==> config.mk <==
export PLATFORM = sky130hd
export DESIGN_NAME = vend_credit_ctrl
export DESIGN_NICKNAME = d
export VERILOG_FILES = /design/src/rtl/vend_credit_ctrl_pkg.sv /design/src/rtl/vend_credit_ctrl_bill_edge.sv /design/src/rtl/vend_credit_ctrl.sv
export SDC_FILE = /design/constraint.sdc
export NUM_CORES = 1
export LEC_CHECK = 0
export CAP_MARGIN = 30
export CELL_PAD_IN_SITES_DETAIL_PLACEMENT = 0
export CELL_PAD_IN_SITES_GLOBAL_PLACEMENT = 2
export CORE_MARGIN = 2
export CORE_UTILIZATION = 35
export CTS_CLUSTER_SIZE = 40
export DETAILED_ROUTE_END_ITERATION = 7
export GPL_ROUTABILITY_DRIVEN = 0
export PLACE_DENSITY_LB_ADDON = 0.12
export SYNTH_ARGS = -nofsm -noshare
export SYNTH_HDL_FRONTEND = slang
export SYNTH_HIERARCHICAL = 1
export SYNTH_SLANG_ARGS = --single-unit
==> constraint.sdc <==
create_clock -name clock -period 3.5 [get_ports clock]
set_clock_uncertainty 0.1 [all_clocks]
set_input_delay 0.35 -clock clock [delete_from_list [all_inputs] [get_ports clock]]
set_output_delay 0.35 -clock clock [all_outputs]
set_load 0.05 [all_outputs]
==> src/rtl/vend_credit_ctrl_pkg.sv <==
// Purpose : shared constants for the vending credit controller (state codes, tokens, bill values, prices).
// Latency : n/a (package only).
// Backpr. : n/a (package only).
package vend_credit_ctrl_pkg;

  // FSM state encoding
  localparam logic [2:0] ST_IDLE     = 3'd0;
  localparam logic [2:0] ST_COLLECT  = 3'd1;
  localparam logic [2:0] ST_VEND     = 3'd2;
  localparam logic [2:0] ST_CHANGE   = 3'd3;
  localparam logic [2:0] ST_WAIT_ACK = 3'd4;

  // change token codes on V
  localparam logic [2:0] TOK_NONE = 3'b000;
  localparam logic [2:0] TOK_TWO  = 3'b010;
  localparam logic [2:0] TOK_ONE  = 3'b001;

  // bill face values
  localparam logic [3:0] BILL1_VAL = 4'd1;
  localparam logic [3:0] BILL2_VAL = 4'd2;
  localparam logic [3:0] BILL5_VAL = 4'd5;

  // default product prices (must stay within 1..7)
  localparam int DEF_PRICE0 = 2;
  localparam int DEF_PRICE1 = 3;
  localparam int DEF_PRICE2 = 4;
  localparam int DEF_PRICE3 = 5;

  function automatic logic is_onehot4(input logic [3:0] p);
    return (p == 4'b0001) || (p == 4'b0010) || (p == 4'b0100) || (p == 4'b1000);
  endfunction

  // edges[0] = 1-unit bill, edges[1] = 2-unit bill, edges[2] = 5-unit bill
  function automatic logic [3:0] bill_sum(input logic [2:0] edges);
    logic [3:0] s;
    s = 4'd0;
    if (edges[0]) s = s + BILL1_VAL;
    if (edges[1]) s = s + BILL2_VAL;
    if (edges[2]) s = s + BILL5_VAL;
    return s;
  endfunction

endpackage

==> src/rtl/vend_credit_ctrl_bill_edge.sv <==
// Purpose : 3-bit rising-edge detector for the bill-present levels.
// Latency : edge flagged combinationally in the cycle the level first reads high; history registered.
// Backpr. : none; a level held high yields exactly one edge.
// Ports   : clock, reset (sync, active-high), bills[2:0] levels in, edges[2:0] one-cycle pulses out.
module bill_edge (
  input  logic       clock,
  input  logic       reset,
  input  logic [2:0] bills,
  output logic [2:0] edges
);

  logic [2:0] bills_q;

  always_ff @(posedge clock) begin
    if (reset) begin
      bills_q <= 3'b000;
    end else begin
      bills_q <= bills;
    end
  end

  assign edges = bills & ~bills_q;

endmodule

==> src/rtl/vend_credit_ctrl.sv <==
// Purpose : payment/credit controller: latch product, accumulate bills, pulse EN, pay change as V tokens.
// Latency : P valid n -> PF at n+1; bill edge at n -> credit n+1, EN n+2; V one cycle after entering CHANGE.
// Backpr. : each change token waits for chg_done from the change FSM before the next is issued.
// Ports   : clock, reset, P[3:0], B1/B2/B5, [cancel], chg_done in; EN, PF[3:0], V[2:0], credit[3:0], busy out.
// Config  : VEND_CANCEL_EN adds the cancel input (refund of accumulated credit from COLLECT).
module vend_credit_ctrl
  import vend_credit_ctrl_pkg::*;
#(
  parameter int PRICE0 = DEF_PRICE0,
  parameter int PRICE1 = DEF_PRICE1,
  parameter int PRICE2 = DEF_PRICE2,
  parameter int PRICE3 = DEF_PRICE3
) (
  input  logic       clock,
  input  logic       reset,
  input  logic [3:0] P,
  input  logic       B1,
  input  logic       B2,
  input  logic       B5,
`ifdef VEND_CANCEL_EN
  input  logic       cancel,
`endif
  input  logic       chg_done,
  output logic       EN,
  output logic [3:0] PF,
  output logic [2:0] V,
  output logic [3:0] credit,
  output logic       busy
);

  localparam logic [3:0] PRICE0_V = PRICE0[3:0];
  localparam logic [3:0] PRICE1_V = PRICE1[3:0];
  localparam logic [3:0] PRICE2_V = PRICE2[3:0];
  localparam logic [3:0] PRICE3_V = PRICE3[3:0];

  logic [2:0] state;
  logic [3:0] price;       // price of the latched product
  logic [3:0] rem;         // change still owed
  logic [2:0] bill_edges;
  logic [3:0] credit_next;
  logic [3:0] price_sel;
  logic [2:0] tok;
  logic [3:0] tok_val;
  logic       cancel_req;

`ifdef VEND_CANCEL_EN
  assign cancel_req = cancel;
`else
  assign cancel_req = 1'b0;
`endif

  bill_edge u_bill_edge (
    .clock (clock),
    .reset (reset),
    .bills ({B5, B2, B1}),
    .edges (bill_edges)
  );

  // Credit stays below the price (<= 6) before an add and an add is at most 8,
  // so the 4-bit sum cannot wrap even on the cancel path.
  assign credit_next = credit + bill_sum(bill_edges);

  always_comb begin
    price_sel = 4'd0;
    case (P)
      4'b0001: price_sel = PRICE0_V;
      4'b0010: price_sel = PRICE1_V;
      4'b0100: price_sel = PRICE2_V;
      4'b1000: price_sel = PRICE3_V;
      default: price_sel = 4'd0;
    endcase
  end

  // Token choice depends only on rem, which is stable between CHANGE and
  // WAIT_ACK, so the same value is both issued and later subtracted.
  always_comb begin
    if (rem >= 4'd2) begin
      tok     = TOK_TWO;
      tok_val = 4'd2;
    end else begin
      tok     = TOK_ONE;
      tok_val = 4'd1;
    end
  end

  assign busy = (state != ST_IDLE);

  always_ff @(posedge clock) begin
    if (reset) begin
      state  <= ST_IDLE;
      credit <= 4'd0;
      PF     <= 4'd0;
      price  <= 4'd0;
      rem    <= 4'd0;
      EN     <= 1'b0;
      V      <= TOK_NONE;
    end else begin
      // EN and V are registered off the state, so each appears one cycle
      // after its state and lasts exactly one cycle.
      EN <= (state == ST_VEND);
      V  <= (state == ST_CHANGE) ? tok : TOK_NONE;

      case (state)
        ST_IDLE: begin
          credit <= 4'd0;
          if (is_onehot4(P)) begin
            PF    <= P;
            price <= price_sel;
            state <= ST_COLLECT;
          end
        end

        ST_COLLECT: begin
          if (cancel_req) begin
            // a bill arriving in the cancel cycle is part of the refund
            rem    <= credit_next;
            credit <= 4'd0;
            PF     <= 4'd0;
            state  <= (credit_next == 4'd0) ? ST_IDLE : ST_CHANGE;
          end else begin
            credit <= credit_next;
            if (credit_next >= price) begin
              state <= ST_VEND;
            end
          end
        end

        ST_VEND: begin
          rem    <= credit - price;
          credit <= 4'd0;
          PF     <= 4'd0;
          state  <= (credit == price) ? ST_IDLE : ST_CHANGE;
        end

        ST_CHANGE: begin
          state <= ST_WAIT_ACK;
        end

        ST_WAIT_ACK: begin
          if (chg_done) begin
            rem   <= rem - tok_val;
            state <= (rem == tok_val) ? ST_IDLE : ST_CHANGE;
          end
        end

        default: begin
          state <= ST_IDLE;
        end
      endcase
    end
  end

endmodule

==> reports/results.tsv <==
stage	metric	value	unit
final_layout	antennaDiodeCount	0	
final_layout	seqCellArea	480	um^2
die	die_w	70.7	um
sta	fmax	368	MHz
global_routing	grt_max_degree	22	
power_and_ir_drop	power_leakage	0.656	nW
sta	fin_crit	2.72	ns
clock_tree	numCtsBuffers	3	
final_layout	nFillCells	449	
synthesis	ys.flop_type	dfxtp_1	
clock_tree	clkTransAtPathRegs	0.09	ns
final_layout	final_util	42.5	%
final_layout	area_growth	18.0	%
final_layout	layout.nets	223	
clock_tree	clock_latency	0.26	ns
worst_hold_path	min_from	PF[0]$_SDFFE_PP0P_	
power_and_ir_drop	peakVddDrop	0.185	mV
detailed_routing	routed_wl	3610	um
global_routing	grt_pass1_wl	5920	um
detailed_routing	m1WireLength	1770	um
global_routing	grt_pass1_vias	1241	
die	start_util	36.0	%
synthesis	synthTopCellsByArea	dfxtp_1 (31%), ha_1 (9.6%), a21oi_1 (4.2%), fa_1 (3.9%), inv_1 (3.9%)	
synthesis	netlist_instances	181	
die	rows	24	
detailed_routing	ant_nets	0	
synthesis	synthDistinctLibCells	47	
sta	hold_violations	0	
status	status	finished, final reports clean	
sta	tns	0	ns
synthesis	async_flop_share	0	%
clock_tree	cts_buffer_depth	2	
synthesis	synth-seq-cells	24	
setup_path	r2r-start	u_bill_edge/bills_q[2]$_SDFF_PP0_	
clock_tree	ctsHoldBuffers	0	
sta	setup_viol_count_final	0	
clock_tree	cts_setup_buffers	0	
setup_path	cp_data_arrival_time	2.78	ns
synthesis	post-synth-top-count-cell	dfxtp_1	
die	die_y	70.7	um
sta	post-route-period-util	77.7	%
die	die_area	0.00500	mm^2
power_and_ir_drop	power_density	376	mW/mm^2
setup_path	crit_chain	clkdlybuf4s50_1, nor2b_2, xor2_1, ha_1, inv_1, fa_1, xnor2_1, ha_1, inv_1, o2111a_1, o21ba_2	
placement	portBuffers	21	
clock_tree	cts-root-buf	clkbuf_8	
global_routing	grtUsageTotal	14.8	%
clock_tree	clock-sinks	24	
synthesis	synth_edf_count	0	
synthesis	synth_top_cell_by_area	dfxtp_1	
synthesis	ys.warnings.count	6	
placement	dpl.hpwl	2790	um
detailed_routing	wl_met2	1730	um
detailed_routing	wl_per_cell	14.6	um
sta	rsz0062_at_grt	no	
worst_hold_path	whs_path_depth	2	
clock_tree	htreeDepth	1	
detailed_routing	vias	1326	
setup_path	worst_setup_path_start_kind	primary input	
final_layout	drive_above_1_share	6.12	%
setup_path	crit_type	primary input to flip-flop	
detailed_routing	drtIter0Drc	83	
detailed_routing	top_layer	met4	
final_layout	multi_input_area	962	um^2
synthesis	synth_area_per_cell	8.61	um^2
synthesis	synth_commonest_cells	dfxtp_1 (24), inv_1 (16), a21oi_1 (13)	
synthesis	synth_seq_area_share	30.8	%
clock_tree	cts_resized	0	
global_routing	antenna_found_initial	0	
setup_path	cp_slowest_cell	clkdlybuf4s50_1	
detailed_routing	drt-pass1-iter-count	4	
detailed_routing	wl_met3	85	um
run	cap_violations	0	
sta	worst_pin_slew	0.709	ns
setup_path	cpPeakStageDelay	0.48	ns
die	fp.coreArea	0.00432	mm^2
synthesis	synth_area	0.00156	mm^2
detailed_routing	drc	0	
setup_path	worst-endpoint-required	3.57	ns
worst_hold_path	hold_path.class	flip-flop to flip-flop	
setup_path	reg2reg_to	state[0]$_SDFFE_PP0P_	
worst_hold_path	holdPathEnd	PF[0]$_SDFFE_PP0P_	
synthesis	yosysTopAreaCellShare	30.8	%
setup_path	regToRegSetupSlack	1.06	ns
clock_tree	cts_tree	yes	
die	pin_count	23	
setup_path	end_kind	flip-flop	
setup_path	critPathMaxFanout	5	
setup_path	reg2reg_depth	10	
sta	slew_headroom	52.6	%
synthesis	synth_nets	206	
sta	drv_slew	0	
detailed_routing	via_per_inst	5.35	
global_routing	overflow	0	
==> routing by layer <==
layer | up-vias | track usage, %
met4 | 0 | 5.03
met2 | 17 | 23.1
met1 | 630 | 20.6
li1 | 677 | -
met3 | 2 | 2.56
met5 | - | 0
==> placed cells by master (no fill, tap or decap), types with 3 or more instances in the layout <==
cell,synthesis,routed
o211ai_1,6,6
a21oi_1,13,13
nor4_1,5,5
nor3_1,8,8
nor2b_1,5,5
ha_1,12,12
a211oi_1,3,3
a22o_1,3,3
mux2i_1,4,4
nor2b_2,3,3
nand2b_1,5,5
nand2_1,4,4
clkbuf_8,0,3
fa_1,3,3
clkdlybuf4s50_1,0,21
a22oi_1,3,3
dfxtp_1,24,24
nand3_1,6,6
o21a_1,3,3
nor2_1,12,12
xnor2_1,5,5
inv_1,16,16
==> cells by family (layout without fill, tap and decap cells) <==
| group | count (synthesis) | after routing | share of synthesized area, % |
|---|---|---|---|
| compound gates | 42 | 42 | 18.9 |
| simple gates | 59 | 59 | 21.9 |
| flops | 24 | 24 | 30.8 |
| xor+xnor | 7 | 7 | 3.94 |
| mux | 5 | 5 | 3.29 |
| other cells | 1 | 1 | 0.241 |
| buf+inv | 28 | 43 | 7.39 |
| fa+ha+maj | 15 | 15 | 13.5 |
==> worst max-delay path by stage <==
stage | start | to | slack, ns | cells past startpoint
3_5_place_dp | B5 | state[0]$_SDFFE_PP0P_ | 0.49 | 11
6_report | B5 | state[0]$_SDFFE_PP0P_ | 0.78 | 11
5_1_grt | B5 | state[0]$_SDFFE_PP0P_ | 0.63 | 11
2_1_floorplan | credit[0]$_SDFFE_PP0P_ | state[0]$_SDFFE_PP0P_ | 1.04 | 8
4_1_cts | B5 | state[0]$_SDFFE_PP0P_ | 0.78 | 11
3_3_place_gp | B5 | state[0]$_SDFFE_PP0P_ | 0.55 | 11
==> metrics by stage <==
stage / cells / setup slack (ns) / hold slack, ns / total power [mW] / area, um^2
4_1_cts: 248 / 0.780 / 0.398 / 0.698 / 1840
3_3_place_gp: 245 / 0.546 / 0.380 / 0.527 / 1800
6_report: 248 / 0.781 / 0.394 / 0.691 / 1840
5_1_grt: 248 / 0.626 / 0.408 / 0.731 / 1840
2_1_floorplan: 181 / 1.04 / 0.322 / 0.470 / 1560
3_5_place_dp: 245 / 0.489 / 0.386 / 0.531 / 1800
==> power breakdown <==
group	switching [mW]	total [mW]	internal, mW
Sequential	0.0186	0.305	0.287
Clock	0.0901	0.167	0.0770
Combinational	0.125	0.219	0.0938
Total	0.233	0.691	0.458
==> flip-flops by register name, summed over array words and instances (netlist names) <==
register,count
u_bill_edge/bills_q,3
V,2
price,3
PF,4
state,3
EN,1
credit,4
rem,4
==> area by class of cell <==
class	instances	area share, %
multi-input combinational	129	52.3
sequential	24	26.1
timing repair buffer	23	12.3
tap	52	3.54
inverter	17	3.47
clock buffer	3	2.25
==> worst max-delay path: cells and delay by family <==
| kind | cells | cell delay [ns] |
|---|---|---|
| buffers and inverters | 3 | 0.57 |
| AND/OR/NAND/NOR | 1 | 0.23 |
| AO/OA/AOI/OAI | 2 | 0.46 |
| adder cells (fa/ha/maj) | 3 | 0.86 |
| XOR/XNOR | 2 | 0.32 |
Power figures use the tool's default switching activity.
==> RTL edit 1 (same flow settings) <==
The option `VEND_CANCEL_EN` is turned on by a define.
--- a/src/rtl/vend_credit_ctrl.sv
+++ b/src/rtl/vend_credit_ctrl.sv
@@ -4,4 +4,6 @@
 // Ports   : clock, reset, P[3:0], B1/B2/B5, [cancel], chg_done in; EN, PF[3:0], V[2:0], credit[3:0], busy out.
 // Config  : VEND_CANCEL_EN adds the cancel input (refund of accumulated credit from COLLECT).
+`define VEND_CANCEL_EN
+
 module vend_credit_ctrl
   import vend_credit_ctrl_pkg::*;
Interface: changed (added cancel); port bits go from 23 to 24. The function was not compared with the original's and may differ.
==> RTL edit 1 against the unedited design <==
  * Count of clock-buffer cells in the layout unchanged
  * Global-route usage increased by 1.2 points
  * Setup slack worse by 0.33 ns
  * Cell area grew 17%
  * Clock power up 50%
  * Total power is 36% higher
  * Sequential power is 6.9% higher
  * Via count is 18% higher
  * Cell count grew 19%
  * Sequential cell count stayed put
  * Utilization down 0.20 points
  * Area after synthesis up 18%
  * Combinational power rose by 64%
  * Routed wire length is 22% higher
  * Critical endpoint is now state[2]
==> RTL edit 1: results (changes against the unedited design) <==
| Metric | Value |
|---|---|
| All-layer global routing usage | `0.160 (+0.0120)` |
| Vias in the first global route | `1513 (+22%)` |
| Net Sw Power | `0.000341 W (+46%)` |
| Critical path launch point | `B1` |
| CP Capture Point | `state[2]` |
| PortBufs | `22 (+4.8%)` |
| Filler cells | `522 (+16%)` |
| NumNets Final | `252 (+13%)` |
| Clock latency on the worst-skew pair | `0.28 ns (+0.02 ns)` |
| Final HPWL DP | `3460 um (+24%)` |
| Status | `finished clean` |
| Initial detailed-routing violation count | `85 (+2.4%)` |
| Worst slew pin tran | `0.778 ns (+0.0689 ns)` |
| Top cells by count, synth | `24 x dfxtp_1, 17 x nor2_1, 15 x a21oi_1, 15 x inv_1, 12 x ha_1` |
| Synth Area in XOR/XNOR | `0.0608 (+0.0215)` |
| Syn Nets | `235 (+14%)` |
| Vias | `1560 (+18%)` |
| Multiplexer area fraction after synthesis | `0.0116 (-0.0213)` |
| Post-synth top area share | `0.262 (-0.0460)` |
| Register-to-register setup slack | `0.72 ns (-0.34 ns)` |
| Synth cell types | `58 (+23%)` |
| Period utilization | `0.871 (+0.0947)` |
| Routed length per instance | `15.0 um (+2.7%)` |
| First-pass GRT wire length | `7560 um (+28%)` |
| Critical Path AT | `3.12 ns (+0.34 ns)` |
| Seq/Total Area, Yosys | `0.262 (-0.0460)` |
| Dpl ws | `0.157 ns (-0.332 ns)` |
## RTL edit 1: metal layers
layer,wire [um],track usage,part of all wire
met1,2220,0.222,0.50
met2,2040,0.257,0.46
met3,103,0.0213,0.023
met4,53,0.0491,0.012
met5,0,0,0
## RTL edit 1: cell families (layout without fill, tap and decap cells)
kind of cell               count (synthesis)  count (layout)
other                                      1               1
buffers and inverters                     29              45
adders and majority gates                 15              15
DFF                                       24              24
xor gates and xnor gates                  11              11
and+or+nand+nor                           74              74
AOI/OAI and AO/OA                         53              53
muxes                                      2               2
## RTL edit 1: power groups by stage
stage / clock, W / combinational (W) / sequential (W)
floorplan: 0 / 0.000266 / 0.000334
global placement: 0 / 0.000357 / 0.000331
detailed placement: 0 / 0.000362 / 0.000332
CTS: 0.000262 / 0.000365 / 0.000326
global route: 0.000274 / 0.000401 / 0.000331
finish: 0.000251 / 0.000359 / 0.000326
## RTL edit 1: area by class of cell
cell class,count,share of cell area
multi-input cells,156,0.561
well taps,70,0.0408
clock inverters,1,0.0140
flip-flops and latches,24,0.224
clock buffers,3,0.0192
repair buffers,25,0.113
inverters,16,0.0280
## RTL edit 1: metrics by stage
| stage | std cells | power (W) | instance area [sq um] |
|---|---|---|---|
| after detailed placement | 291 | 0.000695 | 2080 |
| after floorplan | 209 | 0.000600 | 1830 |
| final | 295 | 0.000936 | 2150 |
| after CTS | 295 | 0.000952 | 2150 |
| after global placement | 291 | 0.000688 | 2080 |
| after global routing | 295 | 0.00101 | 2150 |
## RTL edit 1: critical path, cell delays in order
cell and delay (ns):
clkdlybuf4s50_1 0.46, nor2b_2 0.18, ha_1 0.24, mux2_2 0.28
inv_1 0.08, fa_1 0.43, inv_1 0.16, ha_1 0.26
a21oi_1 0.13, nor2b_1 0.08, o41ai_2 0.36, nor2_1 0.09
==> RTL edit 2 (same flow settings) <==
Made on the original files. Reset style: asynchronous (`reset`), changed in 2 clocked blocks.
--- a/src/rtl/vend_credit_ctrl_bill_edge.sv
+++ b/src/rtl/vend_credit_ctrl_bill_edge.sv
@@ -12,5 +12,5 @@
   logic [2:0] bills_q;
 
-  always_ff @(posedge clock) begin
+  always_ff @(posedge clock or posedge reset) begin
     if (reset) begin
       bills_q <= 3'b000;
--- a/src/rtl/vend_credit_ctrl.sv
+++ b/src/rtl/vend_credit_ctrl.sv
@@ -86,5 +86,5 @@
   assign busy = (state != ST_IDLE);
 
-  always_ff @(posedge clock) begin
+  always_ff @(posedge clock or posedge reset) begin
     if (reset) begin
       state  <= ST_IDLE;
Behaviour: differs if reset is asserted again (counterexample within 4 cycles, from zero or initial values and one cycle with reset high); with reset held inactive, the same outputs for 10 cycles.
==> RTL edit 2 against the unedited design <==
  * Setup slack worse by 0.30 ns
  * Highest routed layer unchanged
  * Area after synthesis increased by 6.1%
  * Sequential share of layout area increased by 5.0 points
  * Critical endpoint is now state[1]
  * Cell count grew 0.40%
  * Register-to-register slack worse by 0.41 ns
  * Sequential cell count is the same
  * Cell area rose by 4.8%
  * First-iteration DRC count decreased by 22%
  * Critical path depth rose by 2
  * Routed wire length grew 1.0%
  * Utilization shrank 0.91 points
Power is not compared: it rests on default switching activity, and its combinational part moved more than twofold at a synthesized area within 25%.
==> RTL edit 2: results (changes against the unedited design) <==
| Metric | Value |
|---|---|
| CTS Buf Count | `3 (unchanged)` |
| Status | `finished clean` |
| Clock Path Buffers | `2 (unchanged)` |
| Via density | `5.27 (-1.5%)` |
| Critical Path AT | `3.09 ns (+0.31 ns)` |
| NumNets Final | `221 (-0.90%)` |
| Worst VDD drop | `0.245 mV` |
| Depth of the most critical reg-to-reg path | `12 (+2)` |
| Antenna cells | `0 (unchanged)` |
| Synth Warn # | `6 (unchanged)` |
| Vias in the first global route | `1364 (+9.9%)` |
| PortBufs | `21 (unchanged)` |
| Synth cell types | `42 (-11%)` |
| DR pass1 iterations | `4 (unchanged)` |
| Initial detailed-routing violation count | `65 (-22%)` |
| All-layer global routing usage | `0.153 (+0.00560)` |
| First-pass GRT wire length | `6310 um (+6.6%)` |
| Clock latency on the worst-skew pair | `0.28 ns (+0.02 ns)` |
| Biggest regs | `PF x4, credit x4, rem x4` |
| Largest net degree at the start of global routing | `22 (unchanged)` |
| Top cells by count, synth | `24 x dfrtp_1, 22 x nand2_1, 19 x inv_1` |
| Int Pwr | `0.000806 W` |
| Post-Place Cells | `245 (unchanged)` |
| Reg-to-reg startpoint | `u_bill_edge/bills_q[2]` |
| Dpl ws | `0.179 ns (-0.310 ns)` |
| Worst-path clk slew | `0.09 ns (about the same)` |
| Vias | `1311 (-1.1%)` |
| CP max-delay cell | `clkdlybuf4s50_1` |
| Worst min-delay path category | `primary input to asynchronous set/reset pin` |
| Ys async rst share | `1.00 (+1.00)` |
| Final HPWL DP | `2730 um (-2.2%)` |
| Syn Nets | `204 (-0.97%)` |
| Capturing point of the worst reg2reg path | `state[1]` |
| Hold Slack | `0.158 ns (-0.236 ns)` |
| Crit path max-delay family | `adder cells` |
| Register-to-register setup slack | `0.65 ns (-0.41 ns)` |
| Share of cells above drive strength 1 | `0.0718 (+0.0106)` |
| Clock root cell | `clkbuf_8` |
| Number of antenna violations at the first check in global routing | `0 (unchanged)` |
| F_max | `331 MHz (-10%)` |
| Filler cells | `466 (+3.8%)` |
| Synth Instances | `179 (-1.1%)` |
| Post-Route WL | `3650 um (+1.0%)` |
| Seq/Total Area, Yosys | `0.363 (+0.0549)` |
| Main synth FF type | `dfrtp_1` |
| Largest cells by area after synthesis | `dfrtp_1 36%, ha_1 9.1%, nand2_1 5.0%` |
| Static Leak | `0.885 nW` |
| GRT Residual Overflow | `0 (unchanged)` |
| Placed cell areas | `1870 sq um (+4.1%)` |
| Slew HR | `0.414 (-0.113)` |
| Crit Path Max Fanout | `4 (-1)` |
| CP peak stage delay | `0.47 ns` |
-- RTL edit 2: changes by cell type in the layout (fill, tap and decap cells not counted), moves of 4 or more --
cell      before  now
mux2i_1        4    0
nand3_1        6    2
nor4_1         5    0
dfrtp_1        0   24
dfxtp_1       24    0
o211ai_1       6    0
nand2_1        4   22
o21ai_0        2   12
nor3_1         8    4
-- RTL edit 2: per-layer routing --
layer  track usage  up-vias  part of all wire
met5             0        -                 0
met4        0.0556        0             0.013
met3        0.0207        4             0.044
met2         0.254       39              0.47
met1         0.204      624              0.47
li1              -      644                 -
-- RTL edit 2: final cells by class --
cell class	instances	area, sq um	area share
tap	54	67.6	0.0351
sequential	24	601	0.312
multi-input combinational	127	921	0.478
clock buffer	4	55.1	0.0286
timing repair buffer	21	210	0.109
inverter	19	71.3	0.0370
-- RTL edit 2: power by group through the flow --
stage	combinational [W]	clock (W)	sequential, W
6_report	0.000860	0.000199	0.000481
5_1_grt	0.000973	0.000206	0.000499
4_1_cts	0.000870	0.000201	0.000481
3_5_place_dp	0.000865	0	0.000483
3_3_place_gp	0.000857	0	0.000486
2_1_floorplan	0.000564	0	0.000570
-- RTL edit 2: worst max path at each step --
stage	end	startpoint	depth (start not counted)
after global placement	state[1]	B5	13
after global routing	state[1]	B1	13
after floorplan	state[1]	B1	12
after CTS	state[1]	B1	13
after detailed placement	state[1]	B1	13
final	state[1]	B5	13
-- RTL edit 2: kinds of logic (layout without fill, tap and decap cells) --
kind of cell	after synthesis	after routing	synth area share
adders and majority gates	15	15	0.127
xor gates and xnor gates	7	7	0.0462
buffers and inverters	28	44	0.0795
DFF	24	24	0.363
muxes	1	1	0.00681
and+or+nand+nor	56	56	0.191
other	1	1	0.00227
AOI/OAI and AO/OA	47	47	0.184
